<file path="src/rtl/bus_load_bank_if.sv">
// Bus-side load handshake into the register bank: value, destination code, valid/ready.
interface bus_load_bank_if #(
    parameter int WIDTH = 32
);
    logic [WIDTH-1:0] bus_data;
    logic [4:0]       dest_sel;
    logic             load_valid;
    logic             load_ready;

    modport master (output bus_data, output dest_sel, output load_valid, input load_ready);
    modport slave  (input bus_data, input dest_sel, input load_valid, output load_ready);
endinterface

</file>
<file path="src/rtl/bus_load_bank.sv">
// Bus-source register bank: one-stage pending bus load, direct Z/PC/InPort paths,
// sticky bad-destination flag and committed-load counter.
module bus_load_bank #(
    parameter int WIDTH = 32,
    parameter int NREGS = 24
) (
    input  logic                   clk,
    input  logic                   clr,
    bus_load_bank_if.slave         lb,
    input  logic                   z_load,
    input  logic [2*WIDTH-1:0]     alu_result,
    input  logic                   pc_inc,
    input  logic                   inport_strobe,
    input  logic [WIDTH-1:0]       in_port,
    output logic [NREGS*WIDTH-1:0] reg_bank,
    output logic                   bad_dest,
    output logic [7:0]             load_count
);
    localparam int ZHI = 18;
    localparam int ZLO = 19;
    localparam int PC  = 20;
    localparam int INP = 22;
    localparam logic [4:0] LAST_CODE = 5'(NREGS - 1);
    localparam logic [4:0] INP_CODE  = 5'(INP);

    logic [NREGS-1:0][WIDTH-1:0] regs_q, regs_d;
    logic [WIDTH-1:0]            pend_data_q, pend_data_d;
    logic [4:0]                  pend_sel_q, pend_sel_d;
    logic                        pend_v_q, pend_v_d;
    logic                        bad_q, bad_d;
    logic [7:0]                  cnt_q, cnt_d;
    logic                        accept, commit_ok;

    assign lb.load_ready = clr;
    assign accept        = lb.load_valid && lb.load_ready;
    // InPort is read-only from the bus, so code 22 is rejected like out-of-range codes.
    assign commit_ok     = pend_v_q && (pend_sel_q <= LAST_CODE) && (pend_sel_q != INP_CODE);

    always_comb begin
        regs_d      = regs_q;
        pend_v_d    = accept;
        pend_data_d = accept ? lb.bus_data : pend_data_q;
        pend_sel_d  = accept ? lb.dest_sel : pend_sel_q;
        bad_d       = bad_q;
        cnt_d       = cnt_q;

        if (z_load) begin
            regs_d[ZHI] = alu_result[2*WIDTH-1:WIDTH];
            regs_d[ZLO] = alu_result[WIDTH-1:0];
        end
        if (pc_inc)
            regs_d[PC] = regs_q[PC] + WIDTH'(1);
        if (inport_strobe)
            regs_d[INP] = in_port;

        // Bus commit is applied last so it overrides the direct paths per register.
        for (int i = 0; i < NREGS; i++)
            if (commit_ok && pend_sel_q == 5'(i))
                regs_d[i] = pend_data_q;

        if (commit_ok)
            cnt_d = cnt_q + 8'd1;
        else if (pend_v_q)
            bad_d = 1'b1;
    end

    always_ff @(posedge clk) begin
        if (!clr) begin
            regs_q      <= '0;
            pend_data_q <= '0;
            pend_sel_q  <= '0;
            pend_v_q    <= 1'b0;
            bad_q       <= 1'b0;
            cnt_q       <= '0;
        end else begin
            regs_q      <= regs_d;
            pend_data_q <= pend_data_d;
            pend_sel_q  <= pend_sel_d;
            pend_v_q    <= pend_v_d;
            bad_q       <= bad_d;
            cnt_q       <= cnt_d;
        end
    end

    assign reg_bank   = regs_q;
    assign bad_dest   = bad_q;
    assign load_count = cnt_q;
endmodule

</file>
<file path="src/flat_wrapper.sv">
// flat-port wrapper written by rule: the top's interface ports become plain ports
module bus_load_bank_flat 
#(
    parameter int WIDTH = 32,
    parameter int NREGS = 24
)
  (clk, clr, z_load, alu_result, pc_inc, inport_strobe, in_port, reg_bank, bad_dest, load_count, lb_bus_data, lb_dest_sel, lb_load_valid, lb_load_ready);
  bus_load_bank_if #(.WIDTH(WIDTH)) lb_i ();
  input  logic clk;
  input  logic clr;
  input  logic z_load;
  input  logic [2*WIDTH-1:0] alu_result;
  input  logic pc_inc;
  input  logic inport_strobe;
  input  logic [WIDTH-1:0] in_port;
  output logic [NREGS*WIDTH-1:0] reg_bank;
  output logic bad_dest;
  output logic [7:0] load_count;
  input wire logic [$bits(lb_i.bus_data)-1:0] lb_bus_data;
  input wire logic [$bits(lb_i.dest_sel)-1:0] lb_dest_sel;
  input wire logic [$bits(lb_i.load_valid)-1:0] lb_load_valid;
  output wire logic [$bits(lb_i.load_ready)-1:0] lb_load_ready;
  assign lb_i.bus_data = lb_bus_data;
  assign lb_i.dest_sel = lb_dest_sel;
  assign lb_i.load_valid = lb_load_valid;
  assign lb_load_ready = lb_i.load_ready;
  bus_load_bank #(.WIDTH(WIDTH), .NREGS(NREGS)) u_core (.clk(clk), .clr(clr), .lb(lb_i), .z_load(z_load), .alu_result(alu_result), .pc_inc(pc_inc), .inport_strobe(inport_strobe), .in_port(in_port), .reg_bank(reg_bank), .bad_dest(bad_dest), .load_count(load_count));
endmodule
</file>
<file path="config.mk">
export PLATFORM = sky130hd
export DESIGN_NAME = bus_load_bank_flat
export DESIGN_NICKNAME = d
export VERILOG_FILES = /design/src/rtl/bus_load_bank_if.sv /design/src/rtl/bus_load_bank.sv /design/src/flat_wrapper.sv
export SDC_FILE = /design/constraint.sdc
export NUM_CORES = 2
export LEC_CHECK = 0
export CELL_PAD_IN_SITES_DETAIL_PLACEMENT = 0
export CELL_PAD_IN_SITES_GLOBAL_PLACEMENT = 1
export CORE_AREA = 2 2 360 362
export DETAILED_ROUTE_END_ITERATION = 8
export DIE_AREA = 0 0 362 364
export PLACE_DENSITY = 0.62
export SLEW_MARGIN = 30
export SYNTH_ARGS = -nofsm -noshare
export SYNTH_HDL_FRONTEND = slang
export SYNTH_SLANG_ARGS = --single-unit
</file>
<file path="constraint.sdc">
create_clock -name clk -period 2.3 [get_ports clk]
set_clock_uncertainty 0.2 [all_clocks]
set_input_delay 0.46 -clock clk [delete_from_list [all_inputs] [get_ports clk]]
set_output_delay 0.46 -clock clk [all_outputs]
set_load 0.01 [all_outputs]
</file>
After elaboration in Yosys (flattened, before gate mapping). Cells that the tools add are included.

Output and inout port bits: 778. Bits of input ports: 139. Register bits: 815. Word-level logic and storage cells: 97.

Equal/unequal tests: 24. Multiplexer cells: 7. Bitwise logic cells: 1. Reductions and logical operators: 33. Order comparisons: 1. Add/subtract/negate cells: 2.

Operator list (number): $mux 32 (6); $mux 64 (1); $eq 5x4->1 const B (8); $eq 5x5->1 const B (8); $add 32x1->32 const B (1); $logic_and 1x1->1 (27); $eq 5x3->1 const B (4); $eq 5x2->1 const B (2); $add 8x1->8 const B (1); $reduce_bool 2->1 (4); $eq 5x1->1 const B (1); $le 5x5->1 const B (1); $logic_not 5->1 (1); $ne 5x5->1 const B (1); $reduce_and 2->1 (1); $not 1->1 (1).

Depth between registers and ports, before layout.
Word-level depth: 5. Gate-level depth with buffers: 8. Depth with buffers taken out: 6.

Worst setup path before layout. OpenSTA, ideal clock, no wires.

Path kind: register -> register. From: register u_core.regs_q (netlist bit u_core.reg_bank[640]). To: register u_core.regs_q (netlist bit u_core.reg_bank[666]). Required time: 1.968 ns. Stages on the path, launching flop included: 8. Setup time: 0.132 ns. Arrival: 1.815 ns. Buffers on the path: 1. Period minus slack after synthesis: 2.147 ns. Setup slack: 0.153 ns. Cells stage by stage: dfxtp_1 ha_1 nand4_1 or3_1 clkbuf_1 nor4_1 xnor2_1 a21oi_1.

Longest elaborated chain between the ends: 3.

RTL lines: from (decl) (line bus_load_bank.sv:26) `logic [NREGS-1:0][WIDTH-1:0] regs_q, regs_d;`; from (signal assigned) (line bus_load_bank.sv:76) `regs_q <= regs_d;`; $add 32x1->32 (line bus_load_bank.sv:52) `regs_d[PC] = regs_q[PC] + WIDTH'(1);`; $mux 32 (line bus_load_bank.sv:51) `if (pc_inc)`; $mux 32 (line bus_load_bank.sv:58) `if (commit_ok && pend_sel_q == 5'(i))`.

No other way between the ends. The select of a mux whose other input is x is not followed. A chain may end at the register's enable or synchronous reset.

Final worst setup path.
From: register u_core.regs_q (netlist bit u_core.reg_bank[490]). To: output port reg_bank[490].

RTL lines: to (decl) (line flat_wrapper.sv:16) `output logic [NREGS*WIDTH-1:0] reg_bank;`.

No word-level cell between the ends.

==> impl_metrics.py <==
metrics = {
    "layout": {
        "layout_common_cells": "nand2_1, dfxtp_1, dlygate4sd2_1, a21oi_1, clkdlybuf4s50_1",
        "syn_to_final_growth_pct": 51.2,
        "drive_gt1_frac": 0.0894,
        "nets": 4669,
        "final_area_sq_um": 44400,
        "fin_util": 0.346,
        "final_common_cell": "nand2_1",
    },
    "timing": {
        "finalSetupViolations": 0,
        "rsz0062_at_grt": "no",
        "slew_headroom": 0.453,
        "fmax_mhz": 445,
        "holdWs_ps": 100,
        "drv_slew": 0,
        "finalCritPeriodShare": 0.977,
        "max_slew.worst_pin.slew_ps": 820,
        "finalHoldViolCount": 0,
        "fin_crit_ps": 2250,
    },
    "worst_setup_path": {
        "r2r_setup_slack_ps": 100,
        "path_class": "flip-flop to output port",
        "required_ps": 1640,
        "cp_top_family": "buffers and inverters",
        "worst_path_largest_cell_delay_ps": 570,
        "cp_num_buf_inv": 1,
        "crit_arrival_ps": 1590,
        "path_cells": "clkdlybuf4s50_1",
        "path_depth": 1,
        "r2r-start": "u_core.reg_bank[641]",
        "endpoint": "reg_bank[490]",
        "crit_fanout": 2,
        "endpoint_kind": "output port",
        "start_kind": "flip-flop",
        "r2r_cells": 6,
        "regToRegEndpoint": "u_core.reg_bank[667]",
        "crit_path_top_delay_cell": "clkdlybuf4s50_1",
        "crit_start": "u_core.reg_bank[490]",
    },
    "routing": {
        "drtAntennaViolNets": 0,
        "initialDrtViolationCount": 2011,
        "wl_per_cell_um": 24.3,
        "vias_per_cell": 4.53,
        "routed_wl_um": 153000,
        "drc_errors": 0,
        "vias": 28400,
        "drtPass1Iterations": 5,
    },
    "synthesis": {
        "synth-adder-area-share": 0.000853,
        "synth_seq_area_share": 0.556,
        "synth-simple-area-share": 0.208,
        "syn_avg_cell_area_sq_um": 8.05,
        "ys_types": 36,
        "synth_top_family_by_area": "simple AND/OR/NAND/NOR gates",
        "muxShareOfSynthArea": 0.0457,
        "synth_fp_nets": 3788,
        "synth_seq_cells": 815,
        "synthXorXnorAreaFrac": 0.0107,
        "synth_compound_area_frac": 0.137,
        "ys_warn_count": 0,
        "synth_area_sq_um": 29400,
        "syn_inst": 3647,
    },
    "global_routing": {
        "antenna_found_initial": 11,
        "grt.overflow.total": 0,
        "grt_pass1_vias": 27200,
        "grt_pass1_wl_um": 213000,
        "grt_usage": 0.224,
        "grt_start_max_net_pins": 65,
    },
    "placement": {
        "gp_congestion": 0.838,
        "numPortBuffers": 916,
        "placed_area_sq_um": 42000,
        "dp.final_hpwl_um": 106000,
    },
    "clocking": {
        "cts.clk_slew.worst_paths_ps": 60,
        "cts_root_buf": "clkbuf_16",
        "cts_tree": "built",
        "clockBufferDepth": 3,
        "h-tree-depth": 3,
        "clock-sinks": 815,
        "post_cts_buffers": 0,
        "worstSkewPairLatency_ps": 720,
        "cts_made_buffers": 95,
    },
    "pwr": {
        "p_switching_uw": 8050,
        "internal_power_uw": 24100,
        "power.density_nw_per_um2": 724,
        "p_seq_frac": 0.453,
        "switching_share": 0.251,
        "p_leak_uw": 0.0189,
        "combPwrFrac": 0.064,
        "vdd_drop_max_mv": 0.618,
        "clkPwrFrac": 0.483,
    },
    "floorplanning": {
        "pin_count": 917,
        "start_util": 0.229,
        "core_area_sq_um": 128000,
        "dieArea_sq_um": 132000,
        "die_x_um": 362,
        "num_rows": 132,
        "die_h_um": 364,
    },
    "worst_hold_path": {
        "hold_class": "input port to flip-flop",
    },
    "run_status": {
        "outcome": "complete, no violations",
    },
    "job": {
        "cap_violations": 0,
    },
}
-- routing by layer --
metal  global-route usage  up-vias  part of all wire  routed length [um]
met2                0.371      983              0.47               71500
met3               0.0702      183             0.084               12800
li1                     -    13700                 -                   -
met5                    0        -           0.00010                  16
met1                0.276    13600              0.42               64100
met4               0.0708        2             0.028                4260
-- worst min-delay path by stage --
stage	endpoint	slack [ps]	cells past startpoint	start
after global placement	u_core.reg_bank[499]	240	2	u_core.reg_bank[499]
after global routing	u_core.reg_bank[713]	70	4	inport_strobe
after detailed placement	u_core.reg_bank[473]	250	2	u_core.reg_bank[473]
after CTS	u_core.reg_bank[735]	20	4	inport_strobe
final	u_core.reg_bank[705]	100	4	inport_strobe
after floorplan	u_core.reg_bank[0]	280	2	u_core.reg_bank[0]
-- metrics by stage --
stage          total power [uW]  worst slack, ps  TNS, ps  instances
2_1_floorplan             15500              153        0       3647
3_3_place_gp              17000             -426    -6630       6104
3_5_place_dp              17000             -430    -6810       6104
4_1_cts                   32600            0.498        0       6271
5_1_grt                   33200            0.250        0       6272
6_report                  32100             53.2        0       6275
-- cell usage after synthesis, drive strengths merged --
| cell type | number | area share |
|---|---|---|
| nand2 | 1310 | 0.17 |
| dfxtp | 815 | 0.56 |
| a21oi | 666 | 0.11 |
| clkbuf | 307 | 0.039 |
| nor2 | 169 | 0.022 |
| mux2i | 134 | 0.046 |
| a211oi | 72 | 0.018 |
| o21ai | 25 | 0.0043 |
| xnor2 | 25 | 0.0075 |
| nand3 | 19 | 0.0032 |
| nor3 | 16 | 0.0027 |
| buf | 15 | 0.0025 |
| nand4 | 11 | 0.0023 |
| xor2 | 11 | 0.0033 |
| nor4 | 10 | 0.0023 |
| and4 | 6 | 0.0019 |
| or3 | 5 | 0.0011 |
| and2 | 4 | 0.00085 |
| and3 | 4 | 0.00085 |
| inv | 4 | 0.00051 |
| nand2b | 4 | 0.00085 |
| nor2b | 4 | 0.00085 |
| ha | 2 | 0.00085 |
| o21bai | 2 | 0.00051 |
| or2 | 2 | 0.00043 |
| and3b | 1 | 0.00030 |
| clkinv | 1 | 0.00013 |
| nand3b | 1 | 0.00026 |
| or3b | 1 | 0.00030 |
| or4b | 1 | 0.00034 |
-- cell families after synthesis --
logic type      after synthesis
xor+xnor                     36
mux                         134
fa+ha+maj                     2
flops                       815
buf+inv                     327
simple gates               1568
compound gates              765
-- tightest hold or removal path, cell delays in order --
cell and delay (ps):
buf_2 110, buf_12 190, mux2i_1 140, nor2_1 70
-- power groups by stage --
stage	Combinational (uW)	Clock, uW	Sequential [uW]
CTS	2110	15900	14500
finish	2070	15500	14500
detailed placement	2180	0	14800
global route	2190	16400	14500
global placement	2180	0	14800
floorplan	753	0	14800
-- sequential cells by signal, indices dropped and copies added, names as in the netlist --
| signal | cells |
|---|---|
| u_core.pend_data_q | 32 |
| u_core.pend_sel_q | 5 |
| u_core.pend_v_q | 1 |
| u_core.reg_bank | 768 |
| u_core.load_count | 8 |
| u_core.bad_dest | 1 |
-- what timing repair did --
| item | in CTS | in global routing |
|---|---|---|
| hold buffers | 2 | 0 |
| endpoints found under the hold margin | 9 | 0 |
| resized for setup | 719 | 13 |
| endpoints found under the setup margin | 714 | 38 |
| pin swaps | 0 | 0 |
-- layout make-up --
cell class,count,area (sq um)
fillers,13500,84000
flip-flops and latches,815,16400
multi-input cells,2505,12000
repair buffers,1106,10700
clock buffers,142,2780
well taps,1675,2100
clock inverters,23,388
inverters,5,26.3
diodes,4,10.0
(Power assumes the default switching activity.)
